**src/rtl/simple_logic_pkg.sv**
```systemverilog
// simple_logic_pkg
//   Shared definitions for the simple_logic_ff tester:
//   - state_t      : tester FSM states
//   - IDX_W        : width of a vector index
//   - exp_entry_t  : one entry of the expected-value pipe
//   - golden_f     : reference function of the simple_logic_ff netlist
package simple_logic_pkg;

  localparam int IDX_W = 16;

  typedef enum logic [1:0] {
    IDLE  = 2'd0,
    RUN   = 2'd1,
    DRAIN = 2'd2,
    DONE  = 2'd3
  } state_t;

  // One in-flight expectation: which vector it belongs to and what the
  // DUT must produce for it. valid=0 entries are bubbles and never compared.
  typedef struct packed {
    logic             valid;
    logic [IDX_W-1:0] idx;
    logic             expected;
  } exp_entry_t;

  // Combinational function the registered netlist implements.
  function automatic logic golden_f(input logic a, input logic b,
                                    input logic c, input logic d);
    return (a | b) & (c | d);
  endfunction

endpackage

```
**src/rtl/simple_logic_exp_pipe.sv**
```systemverilog
// simple_logic_exp_pipe
//   LATENCY-deep shift register of expected-value entries. It delays each
//   expectation by the same number of edges the DUT needs, so the tail entry
//   lines up with dut_out at the compare edge.
// Ports:
//   clk   in  clock, rising edge
//   rst   in  asynchronous active-high clear of every stage
//   clear in  synchronous clear of every stage (run start)
//   push  in  entry shifted into stage 0 on every edge
//   tail  out oldest stage, the entry due for comparison
module simple_logic_exp_pipe
  import simple_logic_pkg::*;
#(
  parameter int LATENCY = 2
) (
  input  logic       clk,
  input  logic       rst,
  input  logic       clear,
  input  exp_entry_t push,
  output exp_entry_t tail
);

  exp_entry_t stage [LATENCY];

  always_ff @(posedge clk or posedge rst) begin
    if (rst) begin
      for (int k = 0; k < LATENCY; k++) begin
        stage[k] <= '0;
      end
    end else if (clear) begin
      for (int k = 0; k < LATENCY; k++) begin
        stage[k] <= '0;
      end
    end else begin
      stage[0] <= push;
      for (int k = 1; k < LATENCY; k++) begin
        stage[k] <= stage[k-1];
      end
    end
  end

  assign tail = stage[LATENCY-1];

endmodule

```
**src/rtl/simple_logic_ff_tester.sv**
```systemverilog
// simple_logic_ff_tester
//   Exhaustive stimulus/response checker for the registered simple_logic_ff
//   netlist. Vector i drives {a,b,c,d} = i[3:0] (a is bit 3). A delay-matched
//   golden pipe supplies the expected out, and mismatches are counted in a
//   saturating counter with the index of the first failing vector kept.
// Ports:
//   clk        in   sole clock, rising edge
//   rst        in   asynchronous active-high reset
//   start      in   level-sampled start request, honoured in IDLE/DONE only
//   dut_a..d   out  DUT inputs
//   dut_out    in   DUT output
//   busy       out  high in RUN and DRAIN
//   done       out  high in DONE until the next accepted start
//   pass       out  done with zero mismatches
//   err_count  out  saturating mismatch count
//   first_fail out  index of first mismatching vector (valid if err_count!=0)
//   state      out  current FSM state, for observation
//
// Handshake: there is no valid/ready pair; start is a plain level that is
// acted on at any rising edge where the FSM is in IDLE or DONE, and ignored
// otherwise.
module simple_logic_ff_tester
  import simple_logic_pkg::*;
#(
  parameter int NUM_VEC = 16,
  parameter int LATENCY = 2,
  parameter int ERR_W   = 8
) (
  input  logic             clk,
  input  logic             rst,
  input  logic             start,
  output logic             dut_a,
  output logic             dut_b,
  output logic             dut_c,
  output logic             dut_d,
  input  logic             dut_out,
  output logic             busy,
  output logic             done,
  output logic             pass,
  output logic [ERR_W-1:0] err_count,
  output logic [IDX_W-1:0] first_fail,
  output state_t           state
);

  localparam int               DRN_W      = 4;
  localparam logic [IDX_W-1:0] LAST_IDX   = IDX_W'(NUM_VEC - 1);
  localparam logic [DRN_W-1:0] DRAIN_LAST = DRN_W'(LATENCY - 1);
  localparam logic [ERR_W-1:0] ERR_MAX    = '1;

  state_t           state_nxt;
  logic [IDX_W-1:0] vec_cnt;
  logic [IDX_W-1:0] vec_cnt_nxt;
  logic [DRN_W-1:0] drain_cnt;
  logic [DRN_W-1:0] drain_cnt_nxt;
  logic [3:0]       vec_drv;       // {a,b,c,d} currently on the DUT inputs
  logic [3:0]       vec_drv_nxt;
  logic             start_accept;
  logic             push_valid;
  exp_entry_t       push_entry;
  exp_entry_t       tail_entry;
  logic             mismatch;

  // ---------------------------------------------------------------------
  // FSM state and counters
  // ---------------------------------------------------------------------
  always_ff @(posedge clk or posedge rst) begin
    if (rst) begin
      state     <= IDLE;
      vec_cnt   <= '0;
      drain_cnt <= '0;
      vec_drv   <= '0;
    end else begin
      state     <= state_nxt;
      vec_cnt   <= vec_cnt_nxt;
      drain_cnt <= drain_cnt_nxt;
      vec_drv   <= vec_drv_nxt;
    end
  end

  always_comb begin
    state_nxt     = state;
    vec_cnt_nxt   = vec_cnt;
    drain_cnt_nxt = drain_cnt;
    vec_drv_nxt   = vec_drv;
    start_accept  = 1'b0;
    push_valid    = 1'b0;

    case (state)
      IDLE, DONE: begin
        if (start) begin
          state_nxt     = RUN;
          vec_cnt_nxt   = '0;
          drain_cnt_nxt = '0;
          vec_drv_nxt   = 4'h0;
          start_accept  = 1'b1;
        end
      end

      RUN: begin
        // The vector on the pins now (index vec_cnt) enters the pipe at
        // this edge, while the next vector replaces it on the pins.
        push_valid = 1'b1;
        if (vec_cnt == LAST_IDX) begin
          state_nxt     = DRAIN;
          vec_drv_nxt   = 4'h0;
          drain_cnt_nxt = '0;
        end else begin
          vec_cnt_nxt = vec_cnt + IDX_W'(1);
          vec_drv_nxt = vec_cnt_nxt[3:0];
        end
      end

      DRAIN: begin
        // The entry edge plus LATENCY further edges flush the last vector
        // through the pipe; its compare happens on the edge leaving DRAIN.
        if (drain_cnt == DRAIN_LAST) begin
          state_nxt = DONE;
        end else begin
          drain_cnt_nxt = drain_cnt + DRN_W'(1);
        end
      end

      default: begin
        state_nxt = IDLE;
      end
    endcase
  end

  // ---------------------------------------------------------------------
  // Expected-value pipe
  // ---------------------------------------------------------------------
  always_comb begin
    push_entry          = '0;
    push_entry.valid    = push_valid;
    push_entry.idx      = vec_cnt;
    push_entry.expected = golden_f(vec_drv[3], vec_drv[2], vec_drv[1], vec_drv[0]);
  end

  simple_logic_exp_pipe #(
    .LATENCY (LATENCY)
  ) u_exp_pipe (
    .clk   (clk),
    .rst   (rst),
    .clear (start_accept),
    .push  (push_entry),
    .tail  (tail_entry)
  );

  // ---------------------------------------------------------------------
  // Compare and error accounting
  // ---------------------------------------------------------------------
  assign mismatch = tail_entry.valid && (dut_out != tail_entry.expected);

  always_ff @(posedge clk or posedge rst) begin
    if (rst) begin
      err_count  <= '0;
      first_fail <= '0;
    end else if (start_accept) begin
      err_count  <= '0;
      first_fail <= '0;
    end else if (mismatch) begin
      // Once saturated, the count holds and first_fail is already latched.
      if (err_count != ERR_MAX) begin
        err_count <= err_count + ERR_W'(1);
      end
      if (err_count == '0) begin
        first_fail <= tail_entry.idx;
      end
    end
  end

  // ---------------------------------------------------------------------
  // Outputs
  // ---------------------------------------------------------------------
  assign dut_a = vec_drv[3];
  assign dut_b = vec_drv[2];
  assign dut_c = vec_drv[1];
  assign dut_d = vec_drv[0];

  assign busy = (state == RUN) || (state == DRAIN);
  assign done = (state == DONE);
  assign pass = done && (err_count == '0);

endmodule
```
**config.mk**
```make
export PLATFORM = sky130hd
export DESIGN_NAME = simple_logic_ff_tester
export DESIGN_NICKNAME = d
export VERILOG_FILES = /design/src/rtl/simple_logic_pkg.sv /design/src/rtl/simple_logic_exp_pipe.sv /design/src/rtl/simple_logic_ff_tester.sv
export SDC_FILE = /design/constraint.sdc
export NUM_CORES = 1
export LEC_CHECK = 0
export ABC_AREA = 1
export BUFFER_PORTS_ARGS = -buffer_cell sky130_fd_sc_hd__clkbuf_2
export CAP_MARGIN = 15
export CORE_ASPECT_RATIO = 0.6
export CORE_MARGIN = 2
export CORE_UTILIZATION = 64
export DETAILED_ROUTE_END_ITERATION = 7
export PLACE_DENSITY = 0.95
export SETUP_SLACK_MARGIN = 0.2
export SLEW_MARGIN = 5
export SYNTH_ARGS = -nofsm -noshare
export SYNTH_HDL_FRONTEND = slang
export SYNTH_SLANG_ARGS = --single-unit
```
**constraint.sdc**
```tcl
create_clock -name clk -period 7.4 [get_ports clk]
set_clock_uncertainty 0.05 [all_clocks]
set_input_delay 0.37 -clock clk [delete_from_list [all_inputs] [get_ports clk]]
set_output_delay 0.37 -clock clk [all_outputs]
set_load 0.005 [all_outputs]
```
==> results of run 1 <==
[per-stage QoR]
step / power (mW) / instances / util (%)
2_1_floorplan: 0.9615 / 473 / -
3_3_place_gp: 0.9969 / 580 / 69.56
3_5_place_dp: 1.021 / 580 / 69.56
4_1_cts: 1.349 / 596 / 72.81
6_report: 1.342 / 596 / 72.81
5_1_grt: 1.428 / 596 / 72.81
[critical path, cell delays in order, from the launching register on]
cell and delay, ns:
dfrtp_1 0.45, inv_1 0.07, ha_1 0.37, nand2_1 0.40, inv_2 0.77, nor2_1 0.23, nand2_1 0.12, nand2_1 0.06
[flip-flops by register name (all words and copies together), names as in the netlist]
| register | cells |
|---|---|
| u_exp_pipe.stage | 18 |
| u_exp_pipe.tail | 18 |
| first_fail | 16 |
| vec_cnt | 16 |
| err_count | 8 |
| drain_cnt | 4 |
| vec_drv | 4 |
| state | 2 |
[power groups by stage]
stage / logic [mW] / registers (mW) / clock network [mW]
4_1_cts: 0.449 / 0.566 / 0.334
6_report: 0.450 / 0.567 / 0.325
3_5_place_dp: 0.446 / 0.575 / 0
2_1_floorplan: 0.396 / 0.566 / 0
5_1_grt: 0.502 / 0.572 / 0.354
3_3_place_gp: 0.426 / 0.571 / 0
[cell usage after synthesis]
cell type / instances
a21oi_1: 13
a31oi_1: 1
and2_1: 1
buf_12: 2
buf_2: 6
buf_4: 1
buf_6: 2
clkbuf_1: 3
dfrtp_1: 86
ha_1: 9
inv_1: 61
inv_2: 3
nand2_1: 94
nand2_2: 9
nand2_4: 1
nand2_8: 1
nand3_1: 55
nand3_2: 2
nand3_4: 1
nand4_1: 14
nor2_1: 64
nor2_2: 2
nor2_4: 3
nor3b_1: 1
o21ai_0: 9
o21ai_1: 7
o21ai_2: 11
o21ai_4: 1
or2_2: 1
xor2_1: 9
[metal layers]
layer  part of all wire [%]  vias to the layer above  track usage [%]
li1                       -                     1562                -
met1                     44                     1494            35.22
met2                     45                      153            39.64
met3                    9.2                       17            8.177
met4                    1.6                        0            8.654
met5                      0                        -                0
[layout make-up]
class	instances	area, um2
clock buffer	9	123.9
clock inverter	7	76.32
fill	446	1677
inverter	64	241.5
multi-input combinational	309	1603
sequential	86	2152
tap	84	105.1
timing repair buffer	37	187.7
[worst paths after layout]
path	startpoint	endpoint	slack, ns	cells after the start
max	state[0]	err_count[5]	4.77	7
min	rst	u_exp_pipe.tail[0]	0.25	3
max reg2reg	state[0]	err_count[5]	4.77	7
min reg2reg	u_exp_pipe.stage[21]	u_exp_pipe.tail[3]	0.42	2
max in group asynchronous	rst	u_exp_pipe.tail[16]	6.40	3
min in group clk	u_exp_pipe.stage[21]	u_exp_pipe.tail[3]	0.42	2
[kinds of logic after synthesis]
kind of cell,after synthesis
AND/OR/NAND/NOR,249
XOR/XNOR,9
AO/OA/AOI/OAI,42
flip-flops,86
buffers and inverters,78
adder cells (fa/ha/maj),9
==> flow_metrics.env, run 1 <==
export IMPL_synth_area_leader_cell="dfrtp_1"
export IMPL_synthSimpleGateAreaFrac_pct=27.94
export IMPL_post_dp_cell_area_um2=4289
export IMPL_crit_arrival_ns=2.84
export IMPL_cts_htree_levels=3
export IMPL_pwr_share_comb_pct=33.6
export IMPL_cts_buffers=9
export IMPL_row_count=22
export IMPL_critPathRequiredTime_ns=7.61
export IMPL_post_dp_hpwl_mm=5.710
export IMPL_hold_slack_ns=0.2537
export IMPL_vias=3226
export IMPL_syn_instance_count=473
export IMPL_synth_cell_type_count=30
export IMPL_post_cts_buffers=0
export IMPL_synthesis_nets=486
export IMPL_power_switching_mw=0.5668
export IMPL_drt_first_pass_iters=5
export IMPL_die_w_um=107.4
export IMPL_slew_headroom_pct=31.67
export IMPL_synth_area_leaders="dfrtp_1, nand2_1, nand3_1"
export IMPL_initial_core_util_pct=66.60
export IMPL_netlist_area_um2=4106
export IMPL_period_minus_slack_ns=2.634
export IMPL_cts_tree="done"
export IMPL_first_global_vias=2994
export IMPL_worstSetupEndpointType="flop"
export IMPL_clkPwrFrac_pct=24.2
export IMPL_drt_wirelength_per_cell_um=13.83
export IMPL_hold_viol_final=0
export IMPL_area_growth_pct=9.324
export IMPL_clkSinkCount=86
export IMPL_hold_buffers=0
export IMPL_drc=0
export IMPL_synth_seq_cells=86
export IMPL_synth_fa_ha_area_share_pct=2.742
export IMPL_synth_xor_area_share_pct=1.920
export IMPL_setup_viol=0
export IMPL_cap_viol_max_count=0
export IMPL_final_setup_worst_slack_ns=4.766
export IMPL_drive_gt1_share_pct=17.38
export IMPL_grt_total_usage_pct=25.80
export IMPL_port_buffers=36
export IMPL_drt_initial_drc_count=339
export IMPL_worstMarginPinSlew_ns=1.025
export IMPL_p_leak_nw=2.256
export IMPL_max_freq_mhz=379.6
export IMPL_dieHeight_um=66.05
export IMPL_gr_total_overflow=0
export IMPL_status="completed"
export IMPL_gp_congestion=0.8983
export IMPL_peakVddDrop_v=0.0001302
export IMPL_hp_class="input pin to async pin"
export IMPL_clkSlewWorstSetupHoldPaths_ns=0.10
export IMPL_power_per_cell_area_nw_per_um2=298.9
export IMPL_synthMuxAreaShare_pct=0
export IMPL_viasPerCell=5.413
export IMPL_nets=520
export IMPL_mostFrequentLayoutCells="nand2_1, dfrtp_1, nor2_1, inv_1, nand3_1"
export IMPL_swShare_pct=42.24
export IMPL_io_pins=37
export IMPL_finalCritPeriodShare_pct=35.60
export IMPL_grt_pass1_wl_mm=13.85
export IMPL_fp_dieArea_um2=7094
export IMPL_drtAntennaViolNets=0
export IMPL_antennaDiodeCount=0
export IMPL_design_area_um2=4489
export IMPL_synth_top_family_by_area="simple AND/OR/NAND/NOR gates"
export IMPL_slew_viol_final=0
export IMPL_coreArea_um2=6166
export IMPL_synth_compound_area_share_pct=6.429
export IMPL_clk_latency_ns=0.37
export IMPL_place_ws_ns=4.839
export IMPL_p_int_mw=0.7750
export IMPL_seqPwrFrac_pct=42.2
export IMPL_antenna_found_initial=0
export IMPL_path_max_fanout=55
export IMPL_yosysSeqAreaShare_pct=52.41
export IMPL_cts_buffer_depth=2
export IMPL_post_cts_resized=0
export IMPL_rsz0062_at_grt="false"
export IMPL_drt_total_wl_mm=8.244
export IMPL_post_synth_cell_area_avg_um2=8.682
export IMPL_final_setup_tns_ns=0
export IMPL_yosys_warnings=0
export IMPL_grt_start_max_net_pins=87
export IMPL_root_buffer="clkbuf_8"
export IMPL_crit_type="flop to flop"
export IMPL_start_kind="flop"
export IMPL_synth_top_area_share_pct=52.41
export IMPL_final_common_cell="nand2_1"
No activity file was read; power rests on OpenSTA's default activity.
==> run 2: changes to the inputs <==
--- a/config.mk
+++ b/config.mk
@@ -10,9 +10,9 @@
 export CAP_MARGIN = 15
 export CORE_ASPECT_RATIO = 0.6
 export CORE_MARGIN = 2
-export CORE_UTILIZATION = 64
+export CORE_UTILIZATION = 53
 export DETAILED_ROUTE_END_ITERATION = 7
-export PLACE_DENSITY = 0.95
+export PLACE_DENSITY = 0.87
 export SETUP_SLACK_MARGIN = 0.2
 export SLEW_MARGIN = 5
 export SYNTH_ARGS = -nofsm -noshare
==> constraint.sdc (replaced) <==
create_clock -name clk -period 2.1 [get_ports clk]
set_clock_uncertainty 0.05 [all_clocks]
set_input_delay 0.105 -clock clk [delete_from_list [all_inputs] [get_ports clk]]
set_output_delay 0.105 -clock clk [all_outputs]
set_load 0.005 [all_outputs]
==> run 2 against run 1 <==
  * Final cell count increased by 5.2%
  * Sequential power increased to 3.5 times the previous value
  * Register-to-register slack got worse by 4.5 ns
  * Hold slack got worse by 0.10 ns
  * Flip-flop and latch count unchanged
  * Non-clock buffer count increased by 10
==> flow_metrics.env, run 2 (same netlist as run 1, synthesis figures left out) <==
export IMPL_cts_htree_levels=3
export IMPL_dieHeight_um=72.18
export IMPL_cpMostUsedCell="nand2_1"
export IMPL_p_leak_nw=2.367
export IMPL_period_minus_slack_ns=1.819
export IMPL_post_dp_hpwl_mm=6.412
export IMPL_gp_congestion=0.9062
export IMPL_rr_worst_depth=9
export IMPL_crit_arrival_ns=2.00
export IMPL_cts_buffers=9
export IMPL_holdPathStages=4
export IMPL_cap_viol_max_count=0
export IMPL_antenna_found_initial=0
export IMPL_viasPerCell=5.270
export IMPL_die_w_um=117.6
export IMPL_drc=0
export IMPL_hold_viol_final=0
export IMPL_finalCritPeriodShare_pct=86.63
export IMPL_crit_chain="inv_1 > ha_1 > nand2_1 > o21ai_4 > nand2_8 > inv_2 > nand2_1 > nand2_1 > inv_1"
export IMPL_io_pins=37
export IMPL_power_per_cell_area_nw_per_um2=1143
export IMPL_crit_path_top_delay_cell="dfrtp_2"
export IMPL_final_cells=627
export IMPL_slew_viol_final=0
export IMPL_port_buffers=36
export IMPL_rsz0062_at_grt="true"
export IMPL_setup_viol=0
export IMPL_start_kind="flop"
export IMPL_place_detailed_instances=607
export IMPL_max_stage_delay_ns=0.41
export IMPL_hp_class="input pin to flop"
export IMPL_grt_total_usage_pct=22.86
export IMPL_row_count=24
export IMPL_final_setup_tns_ns=0
export IMPL_gr_total_overflow=0
export IMPL_drt_first_pass_iters=6
export IMPL_final_setup_worst_slack_ns=0.2807
export IMPL_max_freq_mhz=549.7
export IMPL_grt_pass1_wl_mm=15.35
export IMPL_grt_start_max_net_pins=47
export IMPL_cts_tree="done"
export IMPL_cts_buffer_depth=2
export IMPL_path_max_fanout=12
export IMPL_root_buffer="clkbuf_16"
export IMPL_nets=531
export IMPL_cp_depth=9
export IMPL_drtAntennaViolNets=0
export IMPL_clk_latency_ns=0.34
export IMPL_drt_initial_drc_count=414
export IMPL_vias=3304
export IMPL_coreArea_um2=7387
export IMPL_status="completed"
export IMPL_area_growth_pct=15.42
export IMPL_worstSetupEndpointType="flop"
export IMPL_crit_family="simple AND/OR/NAND/NOR gates"
export IMPL_peakVddDrop_v=0.0005701
export IMPL_path_buf_inv=3
export IMPL_clkSlewWorstSetupHoldPaths_ns=0.06
export IMPL_mostFrequentLayoutCells="nand2_1, dfrtp_1, nor2_1, inv_1, nand3_1"
export IMPL_place_ws_ns=0.2340
export IMPL_initial_core_util_pct=55.59
export IMPL_drt_wirelength_per_cell_um=14.68
export IMPL_fp_dieArea_um2=8491
export IMPL_hold_slack_ns=0.1539
export IMPL_slew_headroom_pct=65.27
export IMPL_drt_total_wl_mm=9.204
export IMPL_clkSinkCount=86
export IMPL_drive_gt1_share_pct=19.12
export IMPL_final_common_cell="nand2_1"
export IMPL_critPathRequiredTime_ns=2.28
export IMPL_first_global_vias=3201
export IMPL_worstMarginPinSlew_ns=0.5199
export IMPL_antennaDiodeCount=0
export IMPL_crit_type="flop to flop"
[run 2: stage by stage]
step                util (%)  area [um2]  total power [mW]
detailed placement     59.32        4382             3.684
floorplan                  -        4110             3.389
CTS                    63.62        4700             5.317
finish                 64.16        4740             5.418
global placement       59.32        4382             3.595
global route           64.16        4740             5.750
[run 2: final cells by class]
class | count | area [um2]
multi-input combinational | 310 | 1614
sequential | 86 | 2153
clock buffer | 10 | 239.0
fill | 594 | 2648
tap | 104 | 130.1
timing repair buffer | 47 | 290.3
inverter | 64 | 244.0
clock inverter | 6 | 68.82
[run 2: what timing repair did]
| action | CTS | global route |
|---|---|---|
| hold buffers | 1 | 0 |
| endpoints found under the setup margin | 0 | 9 |
| hold endpoints to repair | 21 | 0 |
| gates resized for setup | 0 | 1 |
| setup buffers | 0 | 2 |
[run 2: final timing paths]
kind,from,end,slack (ns)
worst max-delay path,state[0],vec_cnt[15],0.28
worst min-delay path,start,u_exp_pipe.stage[18],0.15
worst max register to register,state[0],vec_cnt[15],0.28
worst min register to register,u_exp_pipe.stage[32],u_exp_pipe.tail[14],0.42
max in group asynchronous,rst,err_count[1],1.09
min in group asynchronous,rst,first_fail[0],0.30
[run 2: worst register-to-register path, cell delays in order, from the launching register on]
cell and delay [ns]:
dfrtp_2 0.41, inv_1 0.06, ha_1 0.37, nand2_1 0.18, o21ai_4 0.20, nand2_8 0.16, inv_2 0.13, nand2_1 0.07
nand2_1 0.07, inv_1 0.04
[run 2: report_power, final]
| part | leakage, nW | switching [mW] | internal (mW) |
|---|---|---|---|
| Combinational | 1.03 | 1.25 | 0.547 |
| Clock | 0.155 | 0.660 | 0.964 |
| Sequential | 1.18 | 0.151 | 1.85 |
| Total | 2.37 | 2.06 | 3.36 |
[run 2: per-layer routing]
| metal | track usage [%] | up-vias | routed length, um |
|---|---|---|---|
| met5 | 0 | - | 0 |
| met4 | 5.756 | 0 | 106 |
| met3 | 6.604 | 18 | 703 |
| met2 | 36.69 | 149 | 4294 |
| met1 | 31.24 | 1550 | 4099 |
| li1 | - | 1587 | - |
